File: config.mk
export PLATFORM = sky130hd
export DESIGN_NAME = rot_cmd_feeder
export DESIGN_NICKNAME = d
export VERILOG_FILES = /design/src/rtl/rot_cmd_feeder.sv
export SDC_FILE = /design/constraint.sdc
export NUM_CORES = 1
export LEC_CHECK = 0
export BUFFER_PORTS_ARGS = -buffer_cell sky130_fd_sc_hd__buf_2
export CELL_PAD_IN_SITES_DETAIL_PLACEMENT = 0
export CELL_PAD_IN_SITES_GLOBAL_PLACEMENT = 2
export CORE_ASPECT_RATIO = 1.2
export CORE_MARGIN = 10
export CORE_UTILIZATION = 35
export CTS_CLUSTER_DIAMETER = 120
export CTS_CLUSTER_SIZE = 16
export DETAILED_ROUTE_END_ITERATION = 16
export GPL_TIMING_DRIVEN = 0
export PLACE_DENSITY_LB_ADDON = 0.1
export RECOVER_POWER = 100
export SYNTH_ARGS = -nofsm -noshare
export SYNTH_HDL_FRONTEND = slang
export SYNTH_SLANG_ARGS = --single-unit
export TNS_END_PERCENT = 20
File: constraint.sdc
create_clock -name clk -period 3.3 [get_ports clk]
set_clock_uncertainty 0.05 [all_clocks]
set_input_delay 0.33 -clock clk [delete_from_list [all_inputs] [get_ports clk]]
set_output_delay 0.33 -clock clk [all_outputs]
set_load 0.01 [all_outputs]
File: src/rtl/rot_cmd_feeder.sv
`default_nettype none
// ============================================================================
//  Module      : rot_cmd_feeder
//  Description : Command FIFO plus beat sequencer that feeds a barrel rotator,
//                either a single rotation or a full 0..2**M-1 sweep per command.
//                The sweep mode is compiled in only when ROT_CMD_SWEEP_EN is defined.
//  Revision    : 1.0  initial release
// ============================================================================
module rot_cmd_feeder #(
    parameter int N     = 8,
    parameter int M     = 3,
    parameter int DEPTH = 4
) (
    input  logic                       clk,
    input  logic                       rst_n,
    input  logic                       in_valid,
    output logic                       in_ready,
    input  logic [N-1:0]               in_data,
    input  logic [M-1:0]               in_shift,
    input  logic                       in_sweep,
    output logic                       out_valid,
    input  logic                       out_ready,
    output logic [N-1:0]               input_bits,
    output logic [M-1:0]               shift_pattern,
    output logic                       out_last,
    output logic [$clog2(DEPTH):0]     fifo_count
);

    localparam int AW = (DEPTH > 1) ? $clog2(DEPTH) : 1;
    localparam int CW = $clog2(DEPTH) + 1;

    typedef enum logic [1:0] {
        IDLE   = 2'd0,
        SINGLE = 2'd1,
        SWEEP  = 2'd2
    } state_t;

    state_t          state_q;
    logic [N-1:0]    bits_q;
    logic [M-1:0]    shift_q;
    logic            last_q;
    logic [AW-1:0]   wr_ptr_q;
    logic [AW-1:0]   rd_ptr_q;
    logic [CW-1:0]   count_q;
    logic [CW-1:0]   count_d;

    logic [N-1:0]    mem_data  [DEPTH];
    logic [M-1:0]    mem_shift [DEPTH];

    logic            push;
    logic            pop;
    logic            xfer;
    logic            final_xfer;
    logic            head_sweep;
    logic [M-1:0]    shift_inc;

    // in_ready depends only on registered occupancy: a pop never bypasses a full FIFO
    assign in_ready   = (count_q < CW'(DEPTH));
    assign push       = in_valid && in_ready;
    assign out_valid  = (state_q != IDLE);
    assign xfer       = out_valid && out_ready;
    assign final_xfer = xfer && last_q;
    assign pop        = ((state_q == IDLE) || final_xfer) && (count_q != '0);
    assign count_d    = count_q + CW'(push) - CW'(pop);
    assign shift_inc  = shift_q + M'(1);

    assign input_bits    = bits_q;
    assign shift_pattern = shift_q;
    assign out_last      = last_q;
    assign fifo_count    = count_q;

`ifdef ROT_CMD_SWEEP_EN
    logic            mem_sweep [DEPTH];

    always_ff @(posedge clk) begin
        if (push) begin
            mem_sweep[wr_ptr_q] <= in_sweep;
        end
    end

    assign head_sweep = mem_sweep[rd_ptr_q];
`else
    logic            unused_sweep;

    assign unused_sweep = in_sweep;
    assign head_sweep   = 1'b0;
`endif

    always_ff @(posedge clk) begin
        if (push) begin
            mem_data[wr_ptr_q]  <= in_data;
            mem_shift[wr_ptr_q] <= in_shift;
        end
    end

    always_ff @(posedge clk or negedge rst_n) begin
        if (!rst_n) begin
            wr_ptr_q <= '0;
            rd_ptr_q <= '0;
            count_q  <= '0;
        end else begin
            if (push) begin
                wr_ptr_q <= wr_ptr_q + AW'(1);
            end
            if (pop) begin
                rd_ptr_q <= rd_ptr_q + AW'(1);
            end
            count_q <= count_d;
        end
    end

    // Loading on the final-beat edge keeps consecutive commands bubble-free
    always_ff @(posedge clk or negedge rst_n) begin
        if (!rst_n) begin
            state_q <= IDLE;
            bits_q  <= '0;
            shift_q <= '0;
            last_q  <= 1'b0;
        end else if (pop) begin
            bits_q <= mem_data[rd_ptr_q];
            if (head_sweep) begin
                state_q <= SWEEP;
                shift_q <= '0;
                last_q  <= 1'b0;
            end else begin
                state_q <= SINGLE;
                shift_q <= mem_shift[rd_ptr_q];
                last_q  <= 1'b1;
            end
        end else if (final_xfer) begin
            state_q <= IDLE;
            bits_q  <= '0;
            shift_q <= '0;
            last_q  <= 1'b0;
`ifdef ROT_CMD_SWEEP_EN
        end else if (xfer && (state_q == SWEEP)) begin
            shift_q <= shift_inc;
            last_q  <= (shift_inc == '1);
`endif
        end
    end

`ifndef ROT_CMD_SWEEP_EN
    logic [M-1:0] unused_inc;
    assign unused_inc = shift_inc;
`endif

endmodule
`default_nettype wire

Word level (Yosys, flattened, before mapping)
Memory sizes are Yosys's and may differ from the RTL's.
Index checks and enable logic that the tools add are counted.
{"block": "totals", "ff_bits": 21, "ramBits": 44, "input_bits": 16, "out_inout_bits": 17, "wordCells": 33, "n_memories": 2}
{"block": "op_classes", "n_addsub": 4, "n_lt_le_gt_ge": 1, "muxes": 10, "reduce_logical": 9}
{"name": "mem_data", "depth": 4, "width": 8, "rd": 1, "rd_clocked_by_memory_dff": 0, "write_ports": 1, "line": "47", "source": "logic [N-1:0] mem_data [DEPTH];"}
{"name": "mem_shift", "depth": 4, "width": 3, "rd": 1, "rd_clocked_by_memory_dff": 0, "write_ports": 1, "line": "48", "source": "logic [M-1:0] mem_shift [DEPTH];"}
{"cell": "$mux 8", "count": 2}
{"cell": "$mux 3", "count": 2}
{"cell": "$add 2x1->2 const B", "count": 2}
{"cell": "$logic_and 1x1->1", "count": 4}
{"cell": "$mux 1", "count": 4}
{"cell": "$mux 2", "count": 2}
{"cell": "$reduce_bool 2->1", "count": 2}
{"cell": "$add 3x1->3", "count": 1}
{"cell": "$lt 3x3->1 const B", "count": 1}
{"cell": "$reduce_bool 3->1", "count": 1}
{"cell": "$sub 3x1->3", "count": 1}
{"cell": "$logic_not 2->1", "count": 1}
{"cell": "$logic_or 1x1->1", "count": 1}

Logic depth before layout (Yosys ltp)
{"block": "depth", "word_depth": 6, "ltp_mapped": 9, "depth_no_buf": 8}

Worst setup path after synthesis
Ideal clock, no wire load.
{"block": "synth_path", "path_type": "register to register", "start": "reg count_q[2] (netlist: fifo_count[2])", "end": "reg count_q[2] (netlist: fifo_count[2])", "arrival_time_ns": 2.245, "required_ns": 3.170, "setup_slack_ns": 0.925, "stages_incl_launch_ff": 10, "period_less_slack_ns": 2.375, "path_cell_list": "dfrtp_1 or3_4 and2_4 buf_6 ha_1 inv_1 ha_1 fa_1 xnor2_1 xnor2_1"}
{"block": "synth_between", "word_cells_on_any_way": 6, "cone_classes": "2 x add/sub; 1 x order compare; 3 x reduce/logical"}
{"item": "from (decl)", "line": "44", "source": "logic [CW-1:0] count_q;"}
{"item": "from (signal assigned)", "line": "108", "source": "count_q <= count_d;"}
{"item": "$reduce_bool 3->1", "line": "63", "source": "assign pop = ((state_q == IDLE) || final_xfer) && (count_q != '0);"}
{"item": "$logic_and 1x1->1", "line": "63"}
{"item": "via pop", "line": "51", "source": "logic pop;"}
{"item": "$sub 3x1->3", "line": "64", "source": "assign count_d = count_q + CW'(push) - CW'(pop);"}
{"item": "via count_d[2]", "line": "45", "source": "logic [CW-1:0] count_d;"}
The timed path passes the listed nets, and every way through them passes these cells.
A chain may end at the register's enable or synchronous reset.

Worst setup path in the final report
{"block": "layout_path", "start": "reg count_q[1] (netlist: fifo_count[1])", "end": "reg count_q[2] (netlist: fifo_count[2])"}
The elaborated chain is that of the path after synthesis.

==> metrics.cfg <==
[critical_path]
worstPathMaxFanout = 10
path_class = reg2reg
critPathLaunchType = flop
critPathSlowestCell = dfrtp_1
worst_path_largest_cell_delay_ns = 0.42
cp_data_required_time_ns = 3.51
crit_arrival_ns = 2.78
end_kind = flop
cp_num_buf_inv = 2
crit_family = adder cells
cp_cell_sequence = or3_1, and2_0, buf_6, ha_1, inv_1, ha_1, fa_1, xnor2_1, xnor2_1

[cts]
postCtsSetupBuffers = 0
tritoncts = built
worstSkewPairLatency_ns = 0.34
cts.reportedPaths.clkPinSlew_ns = 0.07
h-tree-depth = 3
numClockSinks = 63
clockBufferDepth = 2
clockRootBuffer = clkbuf_8
cts_buffers = 9

[cells_and_area]
post-route-util = 0.425
syn2layout_area_growth_pct = 18.1
design_area_mm2 = 0.00289
layout_commonest_cell = edfxtp_1
final_cell_mix = 44 x edfxtp_1, 31 x clkbuf_1, 19 x dfrtp_1
diodes = 0
final_nets = 189
layout-drive-gt1-share = 0.170

[pwr]
ir_drop_v = 0.000340
leakagePower_nw = 1.05
powerDensity_mw_per_mm2 = 899

[timing]
period_minus_slack_ns = 2.57
fin_crit_sh = 0.779
slew_viol_final = 0
finalSetupViolations = 0
worstMarginPinSlew_ns = 1.16
finalHoldViolations = 0
fin_setup_tns_ns = 0
max_freq_mhz = 389
slew_headroom = 0.224
grt_setup_unrepaired = no

[flow_run]
timing.max_cap.violations = 0

[global_route]
grt_util_all_layers = 0.0959
grt_pass1_vias = 1414
grt_overflow = 0
grt_max_degree = 20
antenna_found_initial = 0
grt_pass1_wl_um = 7440

[status]
status = complete, no violations

[placement]
dpl-instance-area_mm2 = 0.00271
dp_hpwl_um = 3110
port_buffers = 31
place_congestion = 0.681

[floorplanning]
rows = 33
die_y_um = 112
core_area_mm2 = 0.00681
die_w_um = 96.4
die_area_mm2 = 0.0108
initial_core_util = 0.360
io_pins = 33

[routing]
vias = 1216
drc = 0
wl_per_cell_um = 18.2
postRouteWirelength_um = 4690
routed_via_density = 4.71
drtAntennaViolNets = 0
first_pass_iters = 3
drt_iter0_drc = 61

[synthesis]
ys_ff_latch = 63
postSynthAreaPerCell_um2 = 19.9
yosys_warnings = 0
synthCells = 123
synth_compound_area_frac = 0.0449
muxShareOfSynthArea = 0.106
yosysSeqAreaShare = 0.733
synthesis.nets = 146
synth.cell_area_mm2 = 0.00245
synth-simple-area-share = 0.0301
synth_fa_ha_area_frac = 0.0388
synth_top_family_by_area = multiplexers
synthDistinctLibCells = 22
synth_xor_xnor_area_share = 0.0179

[min_path]
min_path_type = in2reg

==> power breakdown <==
part / internal, W / total, W / switching (W)
clock network: 0.000424 / 0.000726 / 0.000301
registers: 0.00105 / 0.00115 / 0.0000993
logic: 0.000347 / 0.000726 / 0.000379
total: 0.00182 / 0.00260 / 0.000780
==> flip-flops by register name (all words and copies together) (netlist names) <==
signal / flops
fifo_count: 3
input_bits: 8
mem_data: 32
mem_shift: 12
rd_ptr_q: 2
shift_pattern: 3
state_q: 1
wr_ptr_q: 2
==> worst register-to-register path: stages, from the launching register on <==
cell and delay (ns):
dfrtp_1 0.42, or3_1 0.41, and2_0 0.23, buf_6 0.19, ha_1 0.27, inv_1 0.04
ha_1 0.18, fa_1 0.38, xnor2_1 0.19, xnor2_1 0.14
==> worst paths after layout <==
| kind | cells past startpoint | startpoint | slack [ns] | to |
|---|---|---|---|---|
| setup reg to reg | 9 | fifo_count[1] | 0.73 | fifo_count[2] |
| hold / removal | 1 | in_shift[1] | 0.20 | mem_shift[0][1] |
| min in group asynchronous | 2 | rst_n | 0.69 | fifo_count[2] |
| hold reg to reg | 1 | shift_pattern[2] | 0.45 | shift_pattern[2] |
| max in group asynchronous | 2 | rst_n | 1.81 | input_bits[0] |
| setup / recovery | 9 | fifo_count[1] | 0.73 | fifo_count[2] |
==> through the flow <==
step | cells | worst slack [ns] | total power [W] | hold slack (ns)
final | 258 | 0.728 | 0.00260 | 0.195
after global routing | 258 | 0.526 | 0.00278 | 0.200
after CTS | 258 | 0.810 | 0.00270 | 0.141
after detailed placement | 241 | 0.823 | 0.00196 | 0.280
after global placement | 241 | 0.862 | 0.00193 | 0.262
after floorplan | 123 | 0.925 | 0.00168 | -0.0156
==> kinds of logic (layout without fill, tap and decap cells) <==
kind of cell    count (synthesis)  in the layout
compound gates                 13             13
xor+xnor                        5              5
fa+ha+maj                       7              7
buf+inv                        13             61
flops                          63             63
mux                            11             11
simple gates                   11             11
==> synth_stat cells <==
cell | count | share of area
dfrtp_1 | 19 | 0.19
edfxtp_1 | 44 | 0.54
o21ai_2 | 1 | 0.0036
xor2_1 | 1 | 0.0036
nand2_1 | 1 | 0.0015
or3_4 | 1 | 0.0046
inv_1 | 7 | 0.011
a22o_1 | 11 | 0.039
mux4_2 | 8 | 0.074
fa_1 | 1 | 0.0082
mux4_1 | 3 | 0.032
nand3_1 | 1 | 0.0020
clkbuf_1 | 2 | 0.0031
nand2b_1 | 2 | 0.0051
buf_6 | 2 | 0.0092
and2b_1 | 1 | 0.0031
and2_4 | 1 | 0.0036
buf_4 | 2 | 0.0061
xnor2_1 | 4 | 0.014
o21ai_0 | 1 | 0.0020
ha_1 | 6 | 0.031
and2_1 | 4 | 0.010
==> metal layers <==
metal,wire length [um],global-route usage,up-vias
met5,0,0,-
met4,102,0.0612,0
met3,263,0.0296,11
met2,2470,0.159,30
met1,1860,0.102,616
li1,-,-,559
==> layout make-up <==
cell class	instances	area [um2]
fillers	628	3920
repair buffers	32	130
clock buffers	9	124
well taps	87	109
plain buffers	6	41.3
multi-input cells	47	571
clock inverters	7	95.1
flip-flops and latches	63	1800
inverters	7	26.3
==> timing repair <==
| action | in CTS | in global routing |
|---|---|---|
| endpoints found under the hold margin | 19 | 0 |
| hold buffers | 1 | 0 |
| setup endpoints to repair | 0 | 0 |
| resized for setup | 0 | 0 |
(Power assumes the default switching activity.)
